File: config.mk
export PLATFORM = sky130hd
export DESIGN_NAME = fb_scanout
export DESIGN_NICKNAME = d
export VERILOG_FILES = /design/src/rtl/fb_scanout.sv
export SDC_FILE = /design/constraint.sdc
export NUM_CORES = 1
export LEC_CHECK = 0
export BUFFER_PORTS_ARGS = -buffer_cell sky130_fd_sc_hd__buf_2
export CAP_MARGIN = 10
export CORE_MARGIN = 2
export CORE_UTILIZATION = 40
export CTS_BUF_LIST = sky130_fd_sc_hd__clkbuf_8
export DETAILED_ROUTE_END_ITERATION = 16
export HOLD_SLACK_MARGIN = 0.05
export PLACE_DENSITY = 0.65
export SKIP_CTS_REPAIR_TIMING = 1
export SYNTH_ARGS = -nofsm -noshare
export SYNTH_HDL_FRONTEND = slang
export SYNTH_SLANG_ARGS = --single-unit
File: constraint.sdc
create_clock -name clk_i -period 2.2 [get_ports clk_i]
set_input_delay 0.44 -clock clk_i [delete_from_list [all_inputs] [get_ports clk_i]]
set_output_delay 0.44 -clock clk_i [all_outputs]
set_load 0.005 [all_outputs]
File: src/rtl/fb_scanout.sv
`default_nettype none
// ============================================================================
// Module      : fb_scanout
// Description : Raster timing generator that scans a luma framebuffer out as
//               grayscale RGB with data-enable, syncs and a frame-start pulse.
// Revision    : 1.0 - initial release
// ============================================================================
module fb_scanout #(
    parameter int H_ACTIVE = 1280,
    parameter int H_FP     = 110,
    parameter int H_SYNC   = 40,
    parameter int H_BP     = 220,
    parameter int V_ACTIVE = 720,
    parameter int V_FP     = 5,
    parameter int V_SYNC   = 5,
    parameter int V_BP     = 20,
    parameter bit HS_POL   = 1'b1,
    parameter bit VS_POL   = 1'b1,
    parameter int RD_LAT   = 1,
    parameter int ADR_BITS = $clog2(H_ACTIVE * V_ACTIVE)
) (
    input  logic                clk_i,
    input  logic                rst_ni,
    input  logic                en_i,
    output logic [ADR_BITS-1:0] rd_addr_o,
    input  logic [15:0]         rd_d_i,
    output logic                de_o,
    output logic                hsync_o,
    output logic                vsync_o,
    output logic [23:0]         rgb_o,
    output logic                frame_start_o
);

    localparam int c_H_TOTAL = H_ACTIVE + H_FP + H_SYNC + H_BP;
    localparam int c_V_TOTAL = V_ACTIVE + V_FP + V_SYNC + V_BP;
    localparam int c_HW      = $clog2(c_H_TOTAL + 1);
    localparam int c_VW      = $clog2(c_V_TOTAL + 1);

    localparam logic [c_HW-1:0] c_H_LAST   = c_HW'(c_H_TOTAL - 1);
    localparam logic [c_HW-1:0] c_H_ACT    = c_HW'(H_ACTIVE);
    localparam logic [c_HW-1:0] c_HS_BEG   = c_HW'(H_ACTIVE + H_FP);
    localparam logic [c_HW-1:0] c_HS_END   = c_HW'(H_ACTIVE + H_FP + H_SYNC);
    localparam logic [c_VW-1:0] c_V_LAST   = c_VW'(c_V_TOTAL - 1);
    localparam logic [c_VW-1:0] c_V_ACT    = c_VW'(V_ACTIVE);
    localparam logic [c_VW-1:0] c_VS_BEG   = c_VW'(V_ACTIVE + V_FP);
    localparam logic [c_VW-1:0] c_VS_END   = c_VW'(V_ACTIVE + V_FP + V_SYNC);

    localparam logic [0:0] c_ST_IDLE = 1'b0;
    localparam logic [0:0] c_ST_RUN  = 1'b1;

    typedef struct packed {
        logic fs;
        logic vs;
        logic hs;
        logic act;
    } flags_t;

    logic [0:0]          r_state;
    logic [0:0]          w_state_nxt;
    logic                w_run;
    logic [c_HW-1:0]     r_hcnt;
    logic [c_VW-1:0]     r_vcnt;
    logic [ADR_BITS-1:0] r_addr;
    logic                w_h_last;
    logic                w_v_last;
    flags_t              w_flags;
    flags_t              r_dly [RD_LAT+1];
    logic [23:0]         r_rgb;
    logic                w_unused_chroma;

    // Run state: the raster starts from the origin one cycle after enable is seen
    always_ff @(posedge clk_i) begin
        if (!rst_ni) begin
            r_state <= c_ST_IDLE;
        end else begin
            r_state <= w_state_nxt;
        end
    end

    always_comb begin
        w_state_nxt = r_state;
        case (r_state)
            c_ST_IDLE: if (en_i)  w_state_nxt = c_ST_RUN;
            c_ST_RUN:  if (!en_i) w_state_nxt = c_ST_IDLE;
            default:              w_state_nxt = c_ST_IDLE;
        endcase
    end

    always_comb begin
        w_run = (r_state == c_ST_RUN);
    end

    assign w_h_last = (r_hcnt == c_H_LAST);
    assign w_v_last = (r_vcnt == c_V_LAST);

    always_ff @(posedge clk_i) begin
        if (!rst_ni || !en_i) begin
            r_hcnt <= '0;
            r_vcnt <= '0;
        end else if (w_run) begin
            if (w_h_last) begin
                r_hcnt <= '0;
                r_vcnt <= w_v_last ? '0 : r_vcnt + 1'b1;
            end else begin
                r_hcnt <= r_hcnt + 1'b1;
            end
        end
    end

    always_comb begin
        w_flags     = '0;
        w_flags.act = w_run && (r_hcnt < c_H_ACT) && (r_vcnt < c_V_ACT);
        w_flags.hs  = w_run && (r_hcnt >= c_HS_BEG) && (r_hcnt < c_HS_END);
        w_flags.vs  = w_run && (r_vcnt >= c_VS_BEG) && (r_vcnt < c_VS_END);
        w_flags.fs  = w_flags.act && (r_hcnt == '0) && (r_vcnt == '0);
    end

    // Linear pixel index tracked incrementally; it points at the pixel being timed now
    always_ff @(posedge clk_i) begin
        if (!rst_ni || !en_i) begin
            r_addr <= '0;
        end else if (w_run && w_h_last && w_v_last) begin
            r_addr <= '0;
        end else if (w_flags.act) begin
            r_addr <= r_addr + 1'b1;
        end
    end

    // Flags ride alongside the read so they line up with the returned pixel
    always_ff @(posedge clk_i) begin
        if (!rst_ni || !en_i) begin
            for (int i = 0; i <= RD_LAT; i++) begin
                r_dly[i] <= '0;
            end
        end else begin
            r_dly[0] <= w_flags;
            for (int i = 1; i <= RD_LAT; i++) begin
                r_dly[i] <= r_dly[i-1];
            end
        end
    end

    always_ff @(posedge clk_i) begin
        if (!rst_ni || !en_i) begin
            r_rgb <= '0;
        end else if (r_dly[RD_LAT-1].act) begin
            r_rgb <= {rd_d_i[7:0], rd_d_i[7:0], rd_d_i[7:0]};
        end else begin
            r_rgb <= '0;
        end
    end

    // Chroma byte is reserved for a future colour path
    assign w_unused_chroma = ^rd_d_i[15:8];

    assign rd_addr_o     = r_addr;
    assign rgb_o         = r_rgb;
    assign de_o          = r_dly[RD_LAT].act;
    assign frame_start_o = r_dly[RD_LAT].fs;
    assign hsync_o       = r_dly[RD_LAT].hs ? HS_POL : ~HS_POL;
    assign vsync_o       = r_dly[RD_LAT].vs ? VS_POL : ~VS_POL;

endmodule
`default_nettype wire

# Word-level counts from Yosys, hierarchy flattened
# Memory sizes are Yosys's and may differ from the RTL's.
# Cells that the tools add are included.
# totals
reg_bits	66
ramBits	8
word_cells	48
n_memories	1
# op_classes
add_sub_neg	3
n_lt_le_gt_ge	6
eq_ne	2
n_mux	10
bitwise	3
n_reduce_logical	18
# mem_list
memory	words	word_bits	rd	rd_ports_with_merged_regs	wr	line_no	source
r_dly	2	4	2	0	2	67	flags_t r_dly [RD_LAT+1];
# op_table
op	n
< comparator 11 bit, second input constant	2
adder 20 x 1 -> 20 bit, second input constant	1
< comparator 10 bit, second input constant	2
adder 11 x 1 -> 11 bit, second input constant	1
== test 11 bit, second input constant	1
greater-or-equal comparator 11 bit, second input constant	1
zero test 11 bit	1
2-to-1 mux 11 bit	1
adder 10 x 1 -> 10 bit, second input constant	1
== test 10 bit, second input constant	1
greater-or-equal comparator 10 bit, second input constant	1
logical AND 1 bit	10
zero test 10 bit	1
2-to-1 mux 10 bit	1
2-to-1 mux 4 bit	2
2-to-1 mux 1 bit	6
OR reduction 2 bit	2
zero test 1 bit	2
OR 1 bit	2
AND reduction 2 bit	1
logical OR 1 bit	1
inverter 1 bit	1

# Longest topological paths before layout
# logic_depth
word_depth	6
depth_mapped	8

# Least setup slack after synthesis
# Ideal clock, no wire load.
# synth_timing
kind	register to register
start	register r_hcnt[2]
end	register r_vcnt[8]
t_arrival_ns	2.243
t_required_ns	2.133
slack_ns	-0.110
stages_incl_launch_ff	7
path_cell_list	dfxtp_1 or4_1 buf_2 or4_1 buf_2 or4_4 a21oi_2
# synth_via
elab_chain_len	2
# synth_rtl
item	line_no	source
from (decl)	61	logic [c_HW-1:0] r_hcnt;
from (signal assigned)	105	r_hcnt <= r_hcnt + 1'b1;
== test 11 bit	93	assign w_h_last = (r_hcnt == c_H_LAST);
AND reduction 2 bit (no line)	n/a	
to (signal assigned)	103	r_vcnt <= w_v_last ? '0 : r_vcnt + 1'b1;
to (decl)	62	logic [c_VW-1:0] r_vcnt;
# No other way between the ends.
# A chain may end at the register's enable or synchronous reset.

# Final worst setup path
# layout_timing
start	register r_hcnt[3]
end	register r_addr[2] (netlist: rd_addr_o[2])
# layout_via
elab_chain_len	4
# layout_rtl
item	line_no	source
parallel branches: the longest is 4 deep, another holds < comparator 11 bit	n/a	
to (signal assigned)	125	r_addr <= r_addr + 1'b1;
to (decl)	63	logic [ADR_BITS-1:0] r_addr;
# Several ways; the timed one is not identified.

==> results.json <==
{
  "syn_inst": 308,
  "ys_types": 37,
  "clock-root-buffer": "sky130_fd_sc_hd__clkbuf_8",
  "total_power_mw": 2.33,
  "power.ir.vdd_worst_uv": 279,
  "worst-endpoint-required_ns": 2.42,
  "final-hold-violation-count": 0,
  "worst_slack_ns": 0.0599,
  "finalWorstPathRequiredPeriod_ns": 2.14,
  "report.final.slew_viol_count": 0,
  "detail_route.drc_violations": 0,
  "replace_congestion": 0.853,
  "diodes": 0,
  "tritoncts": "yes",
  "htree_levels": 3,
  "unrepaired_setup_endpoints_after_global_routing": "yes",
  "utilization_after_layout": 0.509,
  "max_fo_critical_path": 14,
  "finalCritPeriodShare": 0.973,
  "fmaxAchievable_mhz": 467,
  "timing.critical_path.slowest_stage_cell": "sky130_fd_sc_hd__or4_1",
  "clkTransAtPathRegs_ns": 0.07,
  "portBuffers": 58,
  "timing.max_slew.rel_slack": 0.684,
  "setup_viol": 0,
  "stdcell_count": 444,
  "static_power_due_to_leakage_nw": 1.29,
  "postRouteWirelength_um": 5680,
  "wl_per_cell_um": 12.8,
  "yosysTopAreaCellShare": 0.432,
  "setup_crit_path_kind": "register to register",
  "synth-warning-count": 0,
  "ant_nets": 0,
  "hpwlAfterDp_um": 4010,
  "place_area_um2": 3020,
  "fin_setup_tns_ns": 0,
  "synth-seq-cells": 58,
  "initial_core_util": 0.419,
  "seq_area_frac_synth": 0.432,
  "mappedNetlistNets": 335,
  "die-width_um": 86.0,
  "pin_count_of_the_biggest_net_entering_global_routing": 19,
  "skew_ns": 0.00779,
  "share_of_post_route_cells_with_drive_strength_above_1": 0.272,
  "grt_pass1_vias": 2089,
  "yosys.cell_count.top_type": "sky130_fd_sc_hd__dfxtp_1",
  "final_area_um2": 3270,
  "run_status": "finished clean",
  "dieArea_um2": 7390,
  "cap_viol_max_count": 0,
  "postSynthAreaPerCell_um2": 8.73,
  "worstMarginPinSlew_ns": 0.471,
  "cts_buffers": 9,
  "synth_top_flop_cell": "sky130_fd_sc_hd__dfxtp_1",
  "fill_cells": 621,
  "synth.top_cells.by_area": "sky130_fd_sc_hd__dfxtp_1 43%, sky130_fd_sc_hd__buf_4 4.5%, sky130_fd_sc_hd__a21oi_1 4.1%, sky130_fd_sc_hd__ha_1 3.7%, sky130_fd_sc_hd__nor2_1 3.4%",
  "grtUsageTotal": 0.161,
  "synth_area_um2": 2690,
  "placed_cells": 428,
  "syn2layout_area_growth_pct": 21.7,
  "grt_overflow": 0,
  "crit_path_cell_trace": "or4_1 -> or3_2 -> o21ai_2 -> buf_4 -> nor2_1",
  "end_kind": "register",
  "routed_via_density": 5.33,
  "share_of_flip_flops_with_an_asynchronous_set_or_reset": 0,
  "synthTopCellsByCount": "58 x sky130_fd_sc_hd__dfxtp_1, 24 x sky130_fd_sc_hd__nor2_1, 22 x sky130_fd_sc_hd__a21oi_1",
  "floorplan.io_pins": 67,
  "wire_length_of_the_first_global_routing_pass_um": 9400,
  "finish.net_count": 389,
  "first_iter_violations": 103,
  "synth_top_area_cell": "sky130_fd_sc_hd__dfxtp_1",
  "power-per-cell-area_nw_per_um2": 711,
  "floorplan.core_area_um2": 6420,
  "max-clock-path-buffers": 2,
  "startpoint_type": "register",
  "antenna_found_initial": 0,
  "dr.pass1.iters": 4,
  "numClockSinks": 58,
  "die-height_um": 86.0,
  "worst-endpoint-arrival_ns": 2.36,
  "post_placement_worst_setup_slack_ns": 0.0761,
  "rows": 29,
  "hp-class": "primary input to register",
  "synth-edff-count": 0,
  "routed-via-count": 2368,
  "final.hold.worst_slack_ns": 0.297,
  "insertion_delay_of_the_later_clocked_pin_in_the_worst_skew_pair_ns": 0.34,
  "delay_of_the_slowest_critical_path_stage_ns": 0.57
}
==> cell usage in the layout, fill, tap and decap left out, types with 3 or more instances in the layout <==
master                      synthesis  routed
sky130_fd_sc_hd__ha_1               8       8
sky130_fd_sc_hd__buf_4             16      16
sky130_fd_sc_hd__nand4_1           11      11
sky130_fd_sc_hd__or4_1             11      10
sky130_fd_sc_hd__buf_2              5      58
sky130_fd_sc_hd__inv_1             11      11
sky130_fd_sc_hd__clkbuf_8           0       9
sky130_fd_sc_hd__nand2_1           15      15
sky130_fd_sc_hd__xor2_1             6       6
sky130_fd_sc_hd__and4_1             4       4
sky130_fd_sc_hd__xnor2_1           10      10
sky130_fd_sc_hd__bufinv_16          0       3
sky130_fd_sc_hd__o31ai_1           10      10
sky130_fd_sc_hd__nand3_1           13      13
sky130_fd_sc_hd__and2_1             9       9
sky130_fd_sc_hd__nor3_1             5       5
sky130_fd_sc_hd__and3_1             5       5
sky130_fd_sc_hd__o21ai_0           15      14
sky130_fd_sc_hd__or3_1             13      13
sky130_fd_sc_hd__nor4_1             7       7
sky130_fd_sc_hd__a21oi_1           22      22
sky130_fd_sc_hd__nor2_1            24      24
sky130_fd_sc_hd__dfxtp_1           58      56
==> kinds of logic after synthesis <==
| family | after synthesis | share of synthesized area |
|---|---|---|
| simple gates | 126 | 0.264 |
| flops | 58 | 0.432 |
| compound gates | 56 | 0.124 |
| buf+inv | 42 | 0.0833 |
| xor+xnor | 16 | 0.0521 |
| fa+ha+maj | 8 | 0.0372 |
| mux | 2 | 0.00745 |
==> state kept, by name (all words and copies together), names as in the netlist <==
| name | cells |
|---|---|
| r_dly | 8 |
| r_vcnt | 10 |
| rd_addr_o | 20 |
| rgb_o | 8 |
| r_state | 1 |
| r_hcnt | 11 |
==> final timing paths <==
check / from / to / slack (ns) / cells past startpoint
hold reg to reg: r_dly[0][1] / r_dly[0][5] / 0.47 / 1
setup / recovery: r_hcnt[3] / rd_addr_o[2] / 0.06 / 5
hold / removal: rd_d_i[4] / rgb_o[20] / 0.30 / 2
setup reg to reg: r_hcnt[3] / rd_addr_o[2] / 0.06 / 5
==> where the power goes <==
group	internal, mW	total, mW	switching [mW]	leakage (nW)
registers	1.05	1.06	0.00400	0.469
logic	0.0196	0.0485	0.0288	0.698
clock network	0.764	1.22	0.457	0.124
==> layer usage <==
layer | GRT usage | vias up | wire length, um
li1 | - | 1198 | -
met1 | 0.196 | 1107 | 2620
met2 | 0.258 | 55 | 2690
met5 | 0 | - | 0
met3 | 0.0510 | 8 | 291
met4 | 0.0736 | 0 | 77
==> area by class of cell <==
| type | instances | area, um^2 | area share |
|---|---|---|---|
| Multi-Input combinational cell | 208 | 1310 | 0.401 |
| Timing Repair Buffer | 74 | 410 | 0.125 |
| Clock inverter | 7 | 125 | 0.0382 |
| Tap cell | 77 | 96.3 | 0.0294 |
| Inverter | 11 | 41.3 | 0.0126 |
| Sequential cell | 58 | 1160 | 0.356 |
| Clock buffer | 9 | 124 | 0.0379 |
==> critical path, delay by kind of cell, from the launching register on <==
family                 cells  cell delay [ns]
AOI/OAI and AO/OA          1             0.24
buffers and inverters      1             0.25
DFF                        1             0.35
and+or+nand+nor            3             1.18
Note: power is estimated with default switching activity, not from simulation.
